==> src/rtl/i2s_pkg.sv <==
// Frame constants and the counter-derived receive state shared by the I2S receiver
// and transmitter.
package i2s_pkg;

    localparam int unsigned SAMPLE_BITS = 24;
    localparam int unsigned SLOT_BITS   = 32;
    localparam int unsigned FRAME_BITS  = 64;
    localparam int unsigned CNT_W       = $clog2(FRAME_BITS);
    localparam int unsigned CNT_IDLE    = FRAME_BITS - 1;

    typedef logic [CNT_W-1:0]       cnt_t;
    typedef logic [SAMPLE_BITS-1:0] sample_t;

    typedef enum logic [1:0] {
        StIdle,
        StLeft,
        StRight
    } rx_state_e;

    // The bit counter doubles as the state: saturated means idle.
    function automatic rx_state_e cnt_state(input cnt_t cnt);
        if (cnt == cnt_t'(CNT_IDLE)) begin
            return StIdle;
        end else if (cnt < cnt_t'(SLOT_BITS)) begin
            return StLeft;
        end
        return StRight;
    endfunction

endpackage

==> src/rtl/i2s_pin_sync.sv <==
// Three-flop synchronizers for the I2S pins plus a registered bclk rising-edge strobe;
// lr and data are re-registered so they stay aligned with the strobe.
module i2s_pin_sync (
    input  logic clk_i,
    input  logic rst_i,
    input  logic bclk_i,
    input  logic lr_i,
    input  logic d_i,
    output logic bclk_rise_o,
    output logic lr_o,
    output logic d_o
);

    logic [2:0] bclk_sync_q;
    logic [2:0] lr_sync_q;
    logic [2:0] d_sync_q;
    logic       bclk_prev_q;
    logic       bclk_rise_q;
    logic       lr_q;
    logic       d_q;

    always_ff @(posedge clk_i) begin
        if (rst_i) begin
            bclk_sync_q <= '0;
            lr_sync_q   <= '0;
            d_sync_q    <= '0;
            bclk_prev_q <= 1'b0;
            bclk_rise_q <= 1'b0;
            lr_q        <= 1'b0;
            d_q         <= 1'b0;
        end else begin
            bclk_sync_q <= {bclk_sync_q[1:0], bclk_i};
            lr_sync_q   <= {lr_sync_q[1:0], lr_i};
            d_sync_q    <= {d_sync_q[1:0], d_i};
            bclk_prev_q <= bclk_sync_q[2];
            bclk_rise_q <= bclk_sync_q[2] & ~bclk_prev_q;
            lr_q        <= lr_sync_q[2];
            d_q         <= d_sync_q[2];
        end
    end

    assign bclk_rise_o = bclk_rise_q;
    assign lr_o        = lr_q;
    assign d_o         = d_q;

endmodule

==> src/rtl/i2s_data_receiver.sv <==
// I2S receive deserialiser: 64-bit stereo frames to 24-bit left/right samples.
// Optional malformed-frame detection is built when I2S_RX_FRAME_CHECK_EN is defined.
module i2s_data_receiver
    import i2s_pkg::*;
#(
    parameter int unsigned DATA_DELAY = 1
) (
    input  logic                   clk,
    input  logic                   rst,
    input  logic                   i2s_bclk,
    input  logic                   i2s_lr,
    input  logic                   i2s_d_in,
    output logic [SAMPLE_BITS-1:0] audio_l_out,
    output logic [SAMPLE_BITS-1:0] audio_r_out,
    output logic                   new_sample,
    output logic                   frame_err
);

    localparam cnt_t LeftCap  = cnt_t'(DATA_DELAY + SAMPLE_BITS - 1);
    localparam cnt_t RightCap = cnt_t'(DATA_DELAY + SLOT_BITS + SAMPLE_BITS - 1);

    logic bclk_rise;
    logic lr_s;
    logic d_s;

    i2s_pin_sync u_pin_sync (
        .clk_i       (clk),
        .rst_i       (rst),
        .bclk_i      (i2s_bclk),
        .lr_i        (i2s_lr),
        .d_i         (i2s_d_in),
        .bclk_rise_o (bclk_rise),
        .lr_o        (lr_s),
        .d_o         (d_s)
    );

    logic [FRAME_BITS-1:0] sr_q, sr_d;
    logic                  lr_last_q, lr_last_d;
    cnt_t                  bit_cnt_q, bit_cnt_d;
    sample_t               left_hold_q, left_hold_d;
    sample_t               audio_l_q, audio_l_d;
    sample_t               audio_r_q, audio_r_d;
    logic                  new_sample_q, new_sample_d;
    logic                  boundary;

    always_comb begin
        sr_d         = sr_q;
        lr_last_d    = lr_last_q;
        bit_cnt_d    = bit_cnt_q;
        left_hold_d  = left_hold_q;
        audio_l_d    = audio_l_q;
        audio_r_d    = audio_r_q;
        new_sample_d = 1'b0;
        boundary     = 1'b0;
        if (bclk_rise) begin
            sr_d      = (sr_q << 1) | FRAME_BITS'(d_s);
            lr_last_d = lr_s;
            boundary  = lr_s & ~lr_last_q;
            if (boundary) begin
                bit_cnt_d = '0;
            end else if (bit_cnt_q != cnt_t'(CNT_IDLE)) begin
                bit_cnt_d = bit_cnt_q + cnt_t'(1);
            end
            // Captures fire only on the increment into the target, never while saturated.
            if (!boundary && cnt_state(bit_cnt_q) != StIdle) begin
                if (bit_cnt_d == LeftCap) begin
                    left_hold_d = sr_d[SAMPLE_BITS-1:0];
                end
                if (bit_cnt_d == RightCap) begin
                    audio_r_d    = sr_d[SAMPLE_BITS-1:0];
                    audio_l_d    = left_hold_q;
                    new_sample_d = 1'b1;
                end
            end
        end
    end

    always_ff @(posedge clk) begin
        if (rst) begin
            sr_q         <= '0;
            lr_last_q    <= 1'b0;
            bit_cnt_q    <= cnt_t'(CNT_IDLE);
            left_hold_q  <= '0;
            audio_l_q    <= '0;
            audio_r_q    <= '0;
            new_sample_q <= 1'b0;
        end else begin
            sr_q         <= sr_d;
            lr_last_q    <= lr_last_d;
            bit_cnt_q    <= bit_cnt_d;
            left_hold_q  <= left_hold_d;
            audio_l_q    <= audio_l_d;
            audio_r_q    <= audio_r_d;
            new_sample_q <= new_sample_d;
        end
    end

    assign audio_l_out = audio_l_q;
    assign audio_r_out = audio_r_q;
    assign new_sample  = new_sample_q;

`ifdef I2S_RX_FRAME_CHECK_EN
    logic right_done_q, right_done_d;
    logic frame_err_q, frame_err_d;

    always_comb begin
        right_done_d = right_done_q;
        frame_err_d  = 1'b0;
        if (bclk_rise) begin
            if (boundary) begin
                right_done_d = 1'b0;
                if (cnt_state(bit_cnt_q) != StIdle && !right_done_q) begin
                    frame_err_d = 1'b1;
                end
            end else if (new_sample_d) begin
                right_done_d = 1'b1;
            end
            // lr must fall exactly at the left/right slot boundary.
            if (lr_last_q && !lr_s && bit_cnt_q != cnt_t'(SLOT_BITS - 1)) begin
                frame_err_d = 1'b1;
            end
        end
    end

    always_ff @(posedge clk) begin
        if (rst) begin
            right_done_q <= 1'b0;
            frame_err_q  <= 1'b0;
        end else begin
            right_done_q <= right_done_d;
            frame_err_q  <= frame_err_d;
        end
    end

    assign frame_err = frame_err_q;
`else
    assign frame_err = 1'b0;
`endif

endmodule

==> config.mk <==
export PLATFORM = sky130hd
export DESIGN_NAME = i2s_data_receiver
export DESIGN_NICKNAME = d
export VERILOG_FILES = /design/src/rtl/i2s_pkg.sv /design/src/rtl/i2s_pin_sync.sv /design/src/rtl/i2s_data_receiver.sv
export SDC_FILE = /design/constraint.sdc
export NUM_CORES = 1
export LEC_CHECK = 0
export ABC_CLOCK_PERIOD_IN_PS = 3300
export BUFFER_PORTS_ARGS = -buffer_cell sky130_fd_sc_hd__buf_2
export CAP_MARGIN = 20
export CORE_MARGIN = 4
export CORE_UTILIZATION = 40
export CTS_CLUSTER_SIZE = 40
export DETAILED_ROUTE_END_ITERATION = 8
export SYNTH_ARGS = -nofsm -noshare
export SYNTH_HDL_FRONTEND = slang
export SYNTH_HIERARCHICAL = 1
export SYNTH_SLANG_ARGS = --single-unit
==> constraint.sdc <==
create_clock -name clk -period 3.3 [get_ports clk]
set_input_delay 0 -clock clk [delete_from_list [all_inputs] [get_ports clk]]
set_output_delay 0 -clock clk [all_outputs]
set_load 0.03 [all_outputs]
# After elaboration in Yosys (flattened, before gate mapping)
# Cells that the tools add are included.
op_classes:
  add_sub_neg: 1
  magnitude_cmp: 1
  n_eq_ne: 4
  mux: 11
  bitwise_logic: 7
  reduce_logical: 6
op_table:
  columns: ["cell", "n"]
  rows:
  - ["$or A24 B1 Y24", 1]
  - ["$mux W6", 3]
  - ["$eq A6 B6 Y1 const B", 2]
  - ["$mux W2", 4]
  - ["$add A6 B1 Y6 const B", 1]
  - ["$eq A6 B5 Y1 const B", 1]
  - ["$lt A6 B6 Y1 const B", 1]
  - ["$ne A6 B6 Y1 const B", 1]
  - ["$reduce_and A3 Y1", 2]
  - ["$mux W1", 4]
  - ["$not A1 Y1", 4]
  - ["$reduce_or A3 Y1", 1]
  - ["$and A1 B1 Y1", 2]
  - ["$reduce_bool A2 Y1", 1]
  - ["$logic_and A1 B1 Y1", 1]
  - ["$logic_not A1 Y1", 1]
totals:
  regBits: 116
  input_bits: 5
  out_inout_bits: 50

# Longest topological paths before layout
# Gate-level depths: netlist (run 1).
depth:
  depth_word: 10
  mapped_depth: 8

# Hierarchy
# Netlist (run 1), hierarchy kept.
by_module_without_submodules:
  columns: ["mod", "n_inst", "cells_per_inst", "area_each_um2", "seq_area_each_um2"]
  rows:
  - ["i2s_data_receiver", 1, 394, 4194.0, 2062.0]
  - ["i2s_pin_sync", 1, 27, 359.1, 260.2]

# Worst setup path after synthesis (run 1)
# No wires, ideal clock.
synth_timing:
  kind: "reg2reg"
  from: "register bit_cnt_q[0]"
  to: "register audio_l_q[12] (netlist: audio_l_out[12])"
  setup_ps: 72
  arrival_ps: 1831
  required_ps: 3228
  setup_slack_ps: 1397
  path_stages_with_launch: 9
  path_buffers: 2
  period_less_slack_ps: 1903
  path_cell_list: "dfxtp_1 -> ha_1 -> and2_1 -> and4bb_1 -> nor3_2 -> and2_1 -> buf_2 -> buf_6 -> mux2i_1"
synth_between:
  elab_chain_len: 9
  elab_cells_between_ends: 17
  cone_classes: "add/sub: 1; order compare: 1; eq/ne: 3; mux: 9; reduce/logical: 3"
synth_rtl:
  columns: ["item", "line", "rtl"]
  rows:
  - ["start, declared", "i2s_data_receiver.sv:39", "cnt_t bit_cnt_q, bit_cnt_d;"]
  - ["start signal, assigned", "i2s_data_receiver.sv:82", "bit_cnt_q <= cnt_t'(CNT_IDLE);"]
  - ["start signal, assigned", "i2s_data_receiver.sv:90", "bit_cnt_q <= bit_cnt_d;"]
  - ["$lt A6 B6 Y1", "i2s_pkg.sv:24", "end else if (cnt < cnt_t'(SLOT_BITS)) begin"]
  - ["$mux W1", "i2s_pkg.sv:24", null]
  - ["$mux W1", "i2s_pkg.sv:22", "if (cnt == cnt_t'(CNT_IDLE)) begin"]
  - ["$mux W1", "i2s_data_receiver.sv:55", "if (bclk_rise) begin"]
  - ["$mux W2", "i2s_pkg.sv:27", "return StRight;"]
  - ["$mux W2", "i2s_data_receiver.sv:55", null]
  - ["$reduce_bool A2 Y1", "i2s_data_receiver.sv:65", "if (!boundary && cnt_state(bit_cnt_q) != StIdle) begin"]
  - ["$logic_and A1 B1 Y1", "i2s_data_receiver.sv:65", null]
  - ["$reduce_and A3 Y1 (no source line) (*)", null, null]
  - ["end signal, assigned", "i2s_data_receiver.sv:92", "audio_l_q <= audio_l_d;"]
  - ["end, declared", "i2s_data_receiver.sv:41", "sample_t audio_l_q, audio_l_d;"]
# Mark *: on every way between the ends. The rest lies on a longest branch, timed or not. The select of a mux whose other input is x is not followed.
# A chain may end at the register's enable or synchronous reset.

# Final worst setup path (run 1)
layout_timing:
  from: "register bit_cnt_q[0]"
  to: "register audio_r_q[2] (netlist: audio_r_out[2])"
layout_between:
  elab_chain_len: 9
  elab_cells_between_ends: 17
  cone_classes: "add/sub: 1; order compare: 1; eq/ne: 3; mux: 9; reduce/logical: 3"
layout_rtl:
  columns: ["item", "line", "rtl"]
  rows:
  - ["$lt A6 B6 Y1", "i2s_pkg.sv:24", null]
  - ["$mux W1", "i2s_pkg.sv:24", null]
  - ["$mux W1", "i2s_pkg.sv:22", null]
  - ["$mux W1", "i2s_data_receiver.sv:55", null]
  - ["$mux W2", "i2s_pkg.sv:27", null]
  - ["$mux W2", "i2s_data_receiver.sv:55", null]
  - ["$reduce_bool A2 Y1", "i2s_data_receiver.sv:65", null]
  - ["$logic_and A1 B1 Y1", "i2s_data_receiver.sv:65", null]
  - ["$reduce_and A3 Y1 (no source line) (*)", null, null]
  - ["end signal, assigned", "i2s_data_receiver.sv:93", "audio_r_q <= audio_r_d;"]
  - ["end, declared", "i2s_data_receiver.sv:42", "sample_t audio_r_q, audio_r_d;"]
# Marked as above.

==> metrics.csv, run 1 <==
metric,value,unit
switching_share,0.196,
drv_cap,0,
area_growth,20.6,%
grt_use_total,0.128,
synthesis.nets,427,
slowest_delay,0.58,ns
synth_seq_cells,116,
min_path_type,in -> reg,
power.switching,635,uW
final_cell_mix,"dfxtp_1 (115), nand2b_1 (97), mux2i_1 (96)",
worst_slack,0.866,ns
hold_violations,0,
powerDensity,590,nW/um^2
cts-buffers-inserted,17,
synthArstFlopShare,0,
setup_viol,0,
fillers,1021,
drc,0,
ys_warn_count,6,
synth_compound_area_frac,0.0253,
outcome,"complete, no violations",
core-area,11000,sq um
final_common_cell,dfxtp_1,
rsz0062_at_grt,false,
cts-htree-levels,4,
synth-edff-count,0,
ys_seq_area_frac,0.510,
muxShareOfSynthArea,0.211,
layout_worst_path_cycle_share,0.737,
fmax,411,MHz
dieArea,13200,sq um
cts.repair.resized,0,
post-place-ws,0.822,ns
clk_path_buf_depth,2,
io_pins,55,
cp.arrival,2.68,ns
dr_total_vias,2881,
vias_per_cell,4.62,
die_h,115,um
crit_path_max_fanout,27,
synth_area_per_cell,10.8,sq um
pwr-share-seq,0.436,
cp.required,3.54,ns
grt_max_degree,141,
pwr-share-comb,0.019,
die_w,115,um
portBuffers,53,
worst_path_max_delay_cell,nand2_2,
drt_iter0_markers,138,
rows,38,
ys.flop_type,dfxtp_1,
post_cts_buffers,0,
cts_root_buf,clkbuf_16,
finalCriticalPeriod,2.43,ns
syn_inst,421,
wire_per_inst,12.7,um
routed_wirelength,7930,um
synthAdderAreaFrac,0.00275,
synth_xor_area_frac,0,
slew_violations,0,
worst_pin_slew,0.855,ns
synth-simple-area-share,0.210,
grt_pass1_wl,13500,um
cts_tree,built,
power.leakage,0.00224,uW
drive_above_1_share,0.201,
dpl.hpwl,4820,um
fin_tns_setup,0,ns
num_antenna_cells,0,
dr.pass1.iters,4,
antenna_found_initial,0,
syn_area,4550,sq um
critPathKind,reg -> reg,
start_util,0.415,
nNetsFinal,477,
slew_headroom,0.428,
clk_pin_slew_worst_paths,0.05,ns
critPathCaptureType,flip-flop,
antenna_left,0,
synth_top_family_by_area,multiplexers,
grt_overflow,0,
gp_congestion,0.705,
ir_worst_vdd,0.281,mV
timing.hold.ws,0.346,ns
insertion_delay,0.39,ns
grt_pass1_vias,2803,
synth_cell_type_count,35,
finClkSkew,0.00874,ns
crit_chain,"ha_1, and2_1, and4bb_1, nor3_2, nand2_2, mux2i_1",
p_int,2600,uW
cts.sinks,116,
clkPwrFrac,0.545,
startpoint_type,flip-flop,
-- critical path, delay by kind of cell, from the launching register on --
family                     cells  cell delay, ns
adders and majority gates      1            0.24
DFF                            1            0.39
and+or+nand+nor                4            1.36
muxes                          1            0.26
-- layer usage --
layer / vias to the layer above / routed length, um / GRT usage
li1: 1497 / - / -
met1: 1322 / 3980 / 0.174
met2: 56 / 3510 / 0.190
met3: 6 / 388 / 0.0428
met4: 0 / 55 / 0.0446
met5: - / 0 / 0
-- sequential cells by signal, summed over array words and instances, names as in the netlist --
signal,count
audio_l_out,24
audio_r_out,24
left_hold_q,24
sr_q,23
bit_cnt_q,6
u_pin_sync/bclk_sync_q,3
u_pin_sync/d_sync_q,3
u_pin_sync/lr_sync_q,3
lr_last_q,1
new_sample,1
u_pin_sync/bclk_prev_q,1
u_pin_sync/bclk_rise_o,1
u_pin_sync/d_o,1
u_pin_sync/lr_o,1
-- synthesized netlist by cell type, types with 2 or more instances --
master,instances,area (sq um)
a31oi_1,2,12.5
buf_8,2,30.0
and3_1,2,12.5
a21oi_1,5,25.0
nand2_1,4,15.0
and2_1,2,12.5
nand2b_1,97,607
buf_1,2,7.51
buf_2,3,15.0
nand3_1,2,10.0
buf_6,5,56.3
or2_2,4,25.0
buf_4,2,15.0
dfxtp_1,116,2320
clkbuf_1,16,60.1
nor2b_1,17,106
a211o_1,2,17.5
o21ai_0,2,10.0
nor2_1,25,93.8
mux2i_1,96,961
-- area by class of cell --
cell class / count / area [sq um] / share of cell area
repair buffers: 61 / 358 / 0.0652
clock buffers: 22 / 474 / 0.0864
multi-input cells: 275 / 2050 / 0.374
flip-flops and latches: 116 / 2320 / 0.423
clock inverters: 9 / 104 / 0.0189
well taps: 140 / 175 / 0.0319
-- final timing paths --
kind	from	to	slack [ns]	cells past startpoint
setup / recovery	bit_cnt_q[0]	audio_r_out[2]	0.87	6
setup reg to reg	bit_cnt_q[0]	audio_r_out[2]	0.87	6
hold reg to reg	u_pin_sync/bclk_prev_q	u_pin_sync/bclk_rise_o	0.41	1
hold / removal	i2s_d_in	u_pin_sync/d_sync_q[0]	0.35	3
-- cells by family after synthesis --
kind of cell               after synthesis
other                                    1
DFF                                    116
buffers and inverters                   30
AOI/OAI and AO/OA                       16
adders and majority gates                1
and+or+nand+nor                        161
muxes                                   96
-- power groups by stage --
stage | registers [uW] | clock network (uW) | logic [uW]
floorplan | 1440 | 0 | 48.8
global placement | 1440 | 0 | 55.2
detailed placement | 1440 | 0 | 55.7
CTS | 1410 | 1810 | 58.0
global route | 1410 | 1880 | 67.1
finish | 1410 | 1770 | 61.5
-- stage by stage --
| stage | power (uW) | utilization | instances | instance area, sq um |
|---|---|---|---|---|
| 6_report | 3240 | 0.500 | 623 | 5490 |
| 4_1_cts | 3280 | 0.496 | 621 | 5450 |
| 3_3_place_gp | 1490 | 0.441 | 587 | 4840 |
| 2_1_floorplan | 1490 | - | 421 | 4550 |
| 3_5_place_dp | 1490 | 0.441 | 587 | 4840 |
| 5_1_grt | 3350 | 0.500 | 623 | 5490 |
-- what timing repair did --
action                     4_1_cts  5_1_grt
hold endpoints to repair         3        8
hold buffers                     3        1
setup endpoints to repair        0        0
Power figures use the tool's default switching activity.
==> run 2, diff against run 1 <==
Settings changed: ABC_CLOCK_PERIOD_IN_PS 3300 to 2150.
Clock period 3.3 ns to 2.15 ns, I/O delays scaled along.
==> run 2 against run 1 <==
Against the previous run: core utilization grew 1.2 points; final area is 2.4% higher; highest routed layer unchanged; combinational power grew 54%; sequential share of layout area shrank 0.97 points; clock skew fell by 0.0015 ns; non-clock buffer count increased by 4; critical path type unchanged; die area unchanged.
==> metrics.csv, run 2 (synthesis gave the netlist of run 1 again) <==
metric,value,unit,change
drv_cap,0,,unchanged
gp_congestion,0.686,,-2.6%
clkPwrFrac,0.554,,+0.009
start_util,0.415,,unchanged
cts_root_buf,clkbuf_16,,
fillers,1027,,+0.59%
critical_path.top_delay_family,compound AO/OA/AOI/OAI gates,,
portBuffers,53,,unchanged
r2r_cells,7,,+1
drc,0,,unchanged
hold_violations,0,,unchanged
critPathKind,reg -> reg,,
slew_headroom,0.661,,+0.233
setup_viol,0,,unchanged
dr_total_vias,2964,,+2.9%
power.switching,1110,uW,+76%
core-area,11000,sq um,unchanged
switching_share,0.220,,+0.0241
cts-htree-levels,4,,unchanged
drive_above_1_share,0.223,,+0.0225
antenna_found_initial,0,,unchanged
die_h,115,um,unchanged
fin_tns_setup,0,ns,unchanged
crit_path_max_fanout,12,,-56%
slowest_delay,0.41,ns,-0.17 ns
nNetsFinal,481,,+0.84%
pwr-share-comb,0.019,,about the same
min_path_type,in -> reg,,
grt_max_degree,66,,-53%
dpl.hpwl,4910,um,+1.8%
slew_violations,0,,unchanged
grt_use_total,0.129,,+0.00108
hp-start,rst,,
grt_pass1_wl,13600,um,+1.2%
powerDensity,900,nW/um^2,+53%
numPlacedInstances,591,,+0.68%
wire_per_inst,12.9,um,+1.4%
vias_per_cell,4.72,,+2.1%
cts-buffers-inserted,17,,unchanged
finClkSkew,0.00729,ns,-0.00145 ns
register_area,2320,sq um,about the same
pwr-share-seq,0.427,,-0.009
dieArea,13200,sq um,unchanged
r2r_slack,0.13,ns,-0.74 ns
layout_worst_path_cycle_share,0.939,,+0.202
grt_pass1_vias,2879,,+2.7%
rr_endpoint,left_hold_q[12],,
antenna_left,0,,unchanged
ir_worst_vdd,0.463,mV,+65%
fmax,495,MHz,+21%
clk_path_buf_depth,2,,unchanged
routed_wirelength,8110,um,+2.2%
worst_pin_slew,0.509,ns,-0.346 ns
grt_overflow,0,,unchanged
num_antenna_cells,0,,unchanged
final_common_cell,dfxtp_1,,
final_cell_mix,"dfxtp_1 (114), nand2b_1 (97), mux2i_1 (96)",,
cts_tree,built,,
crit_chain,"ha_4, and3b_1, o221ai_1, a221oi_4, nor2b_4, clkbuf_16, mux2i_1",,
cts.sinks,116,,unchanged
clk_pin_slew_worst_paths,0.06,ns,about the same
die_w,115,um,unchanged
rsz0062_at_grt,false,,
timing.hold.ws,0.0170,ns,-0.329 ns
dr.pass1.iters,4,,unchanged
insertion_delay,0.40,ns,about the same
multi_input_area,2090,sq um,+1.7%
cp.required,2.48,ns,-1.06 ns
io_pins,55,,unchanged
hold_path_depth,2,,-1
rows,38,,unchanged
startpoint_type,flip-flop,,
drt_iter0_markers,147,,+6.5%
area_growth,23.4,%,
power.leakage,0.00230,uW,+2.8%
hold_end,u_pin_sync/d_sync_q[1],,
cp_num_buf_inv,1,,+1
cp.arrival,2.35,ns,-0.33 ns
reg2reg_from,bit_cnt_q[1],,
critPathCaptureType,flip-flop,,
outcome,"complete, no violations",,
p_int,3940,uW,+52%
finalCriticalPeriod,2.02,ns,-0.414 ns
layout.cells.non_filler,628,,+0.80%
worst_path_max_delay_cell,dfxtp_1,,
[run 2: per-layer routing]
metal | vias to the layer above | track usage | wire length (um)
met5 | - | 0 | 0
li1 | 1521 | - | -
met4 | 0 | 0.0469 | 85
met3 | 9 | 0.0486 | 427
met2 | 65 | 0.184 | 3480
met1 | 1369 | 0.177 | 4110
[run 2: worst max path at each step]
| stage | depth (start not counted) | slack (ns) | end | start |
|---|---|---|---|---|
| floorplan | 8 | 0.25 | audio_l_out[12] | bit_cnt_q[0] |
| global placement | 7 | 0.16 | audio_l_out[20] | bit_cnt_q[0] |
| detailed placement | 7 | 0.07 | audio_l_out[12] | bit_cnt_q[0] |
| CTS | 7 | 0.04 | audio_l_out[12] | bit_cnt_q[0] |
| global route | 6 | 0.01 | left_hold_q[11] | bit_cnt_q[4] |
| finish | 7 | 0.13 | left_hold_q[12] | bit_cnt_q[1] |
[run 2: area by class of cell]
| type | count | area share |
|---|---|---|
| clock buffer | 17 | 0.0757 |
| clock inverter | 15 | 0.0307 |
| multi-input combinational | 275 | 0.372 |
| sequential | 116 | 0.414 |
| tap | 140 | 0.0312 |
| timing repair buffer | 65 | 0.0770 |
[run 2: metrics by stage]
stage	setup WS, ns	util	power, uW	cell area [sq um]
after global routing	0.0109	0.512	5250	5620
final	0.131	0.512	5060	5620
after detailed placement	0.0674	0.448	2300	4920
after floorplan	0.247	-	2280	4550
after CTS	0.0420	0.505	5130	5550
after global placement	0.155	0.448	2300	4920
[run 2: power by group through the flow]
stage               registers, uW  clock network, uW  logic [uW]
floorplan                    2210                  0        75.0
detailed placement           2210                  0        91.1
global route                 2160               2980         104
CTS                          2160               2870        95.4
global placement             2210                  0        90.4
finish                       2160               2800        94.8
[run 2: timing repair]
item | CTS | global route
endpoints found under the hold margin | 3 | 0
endpoints found under the setup margin | 0 | 47
setup buffers | 0 | 1
hold buffers | 3 | 0
resized for setup | 0 | 7
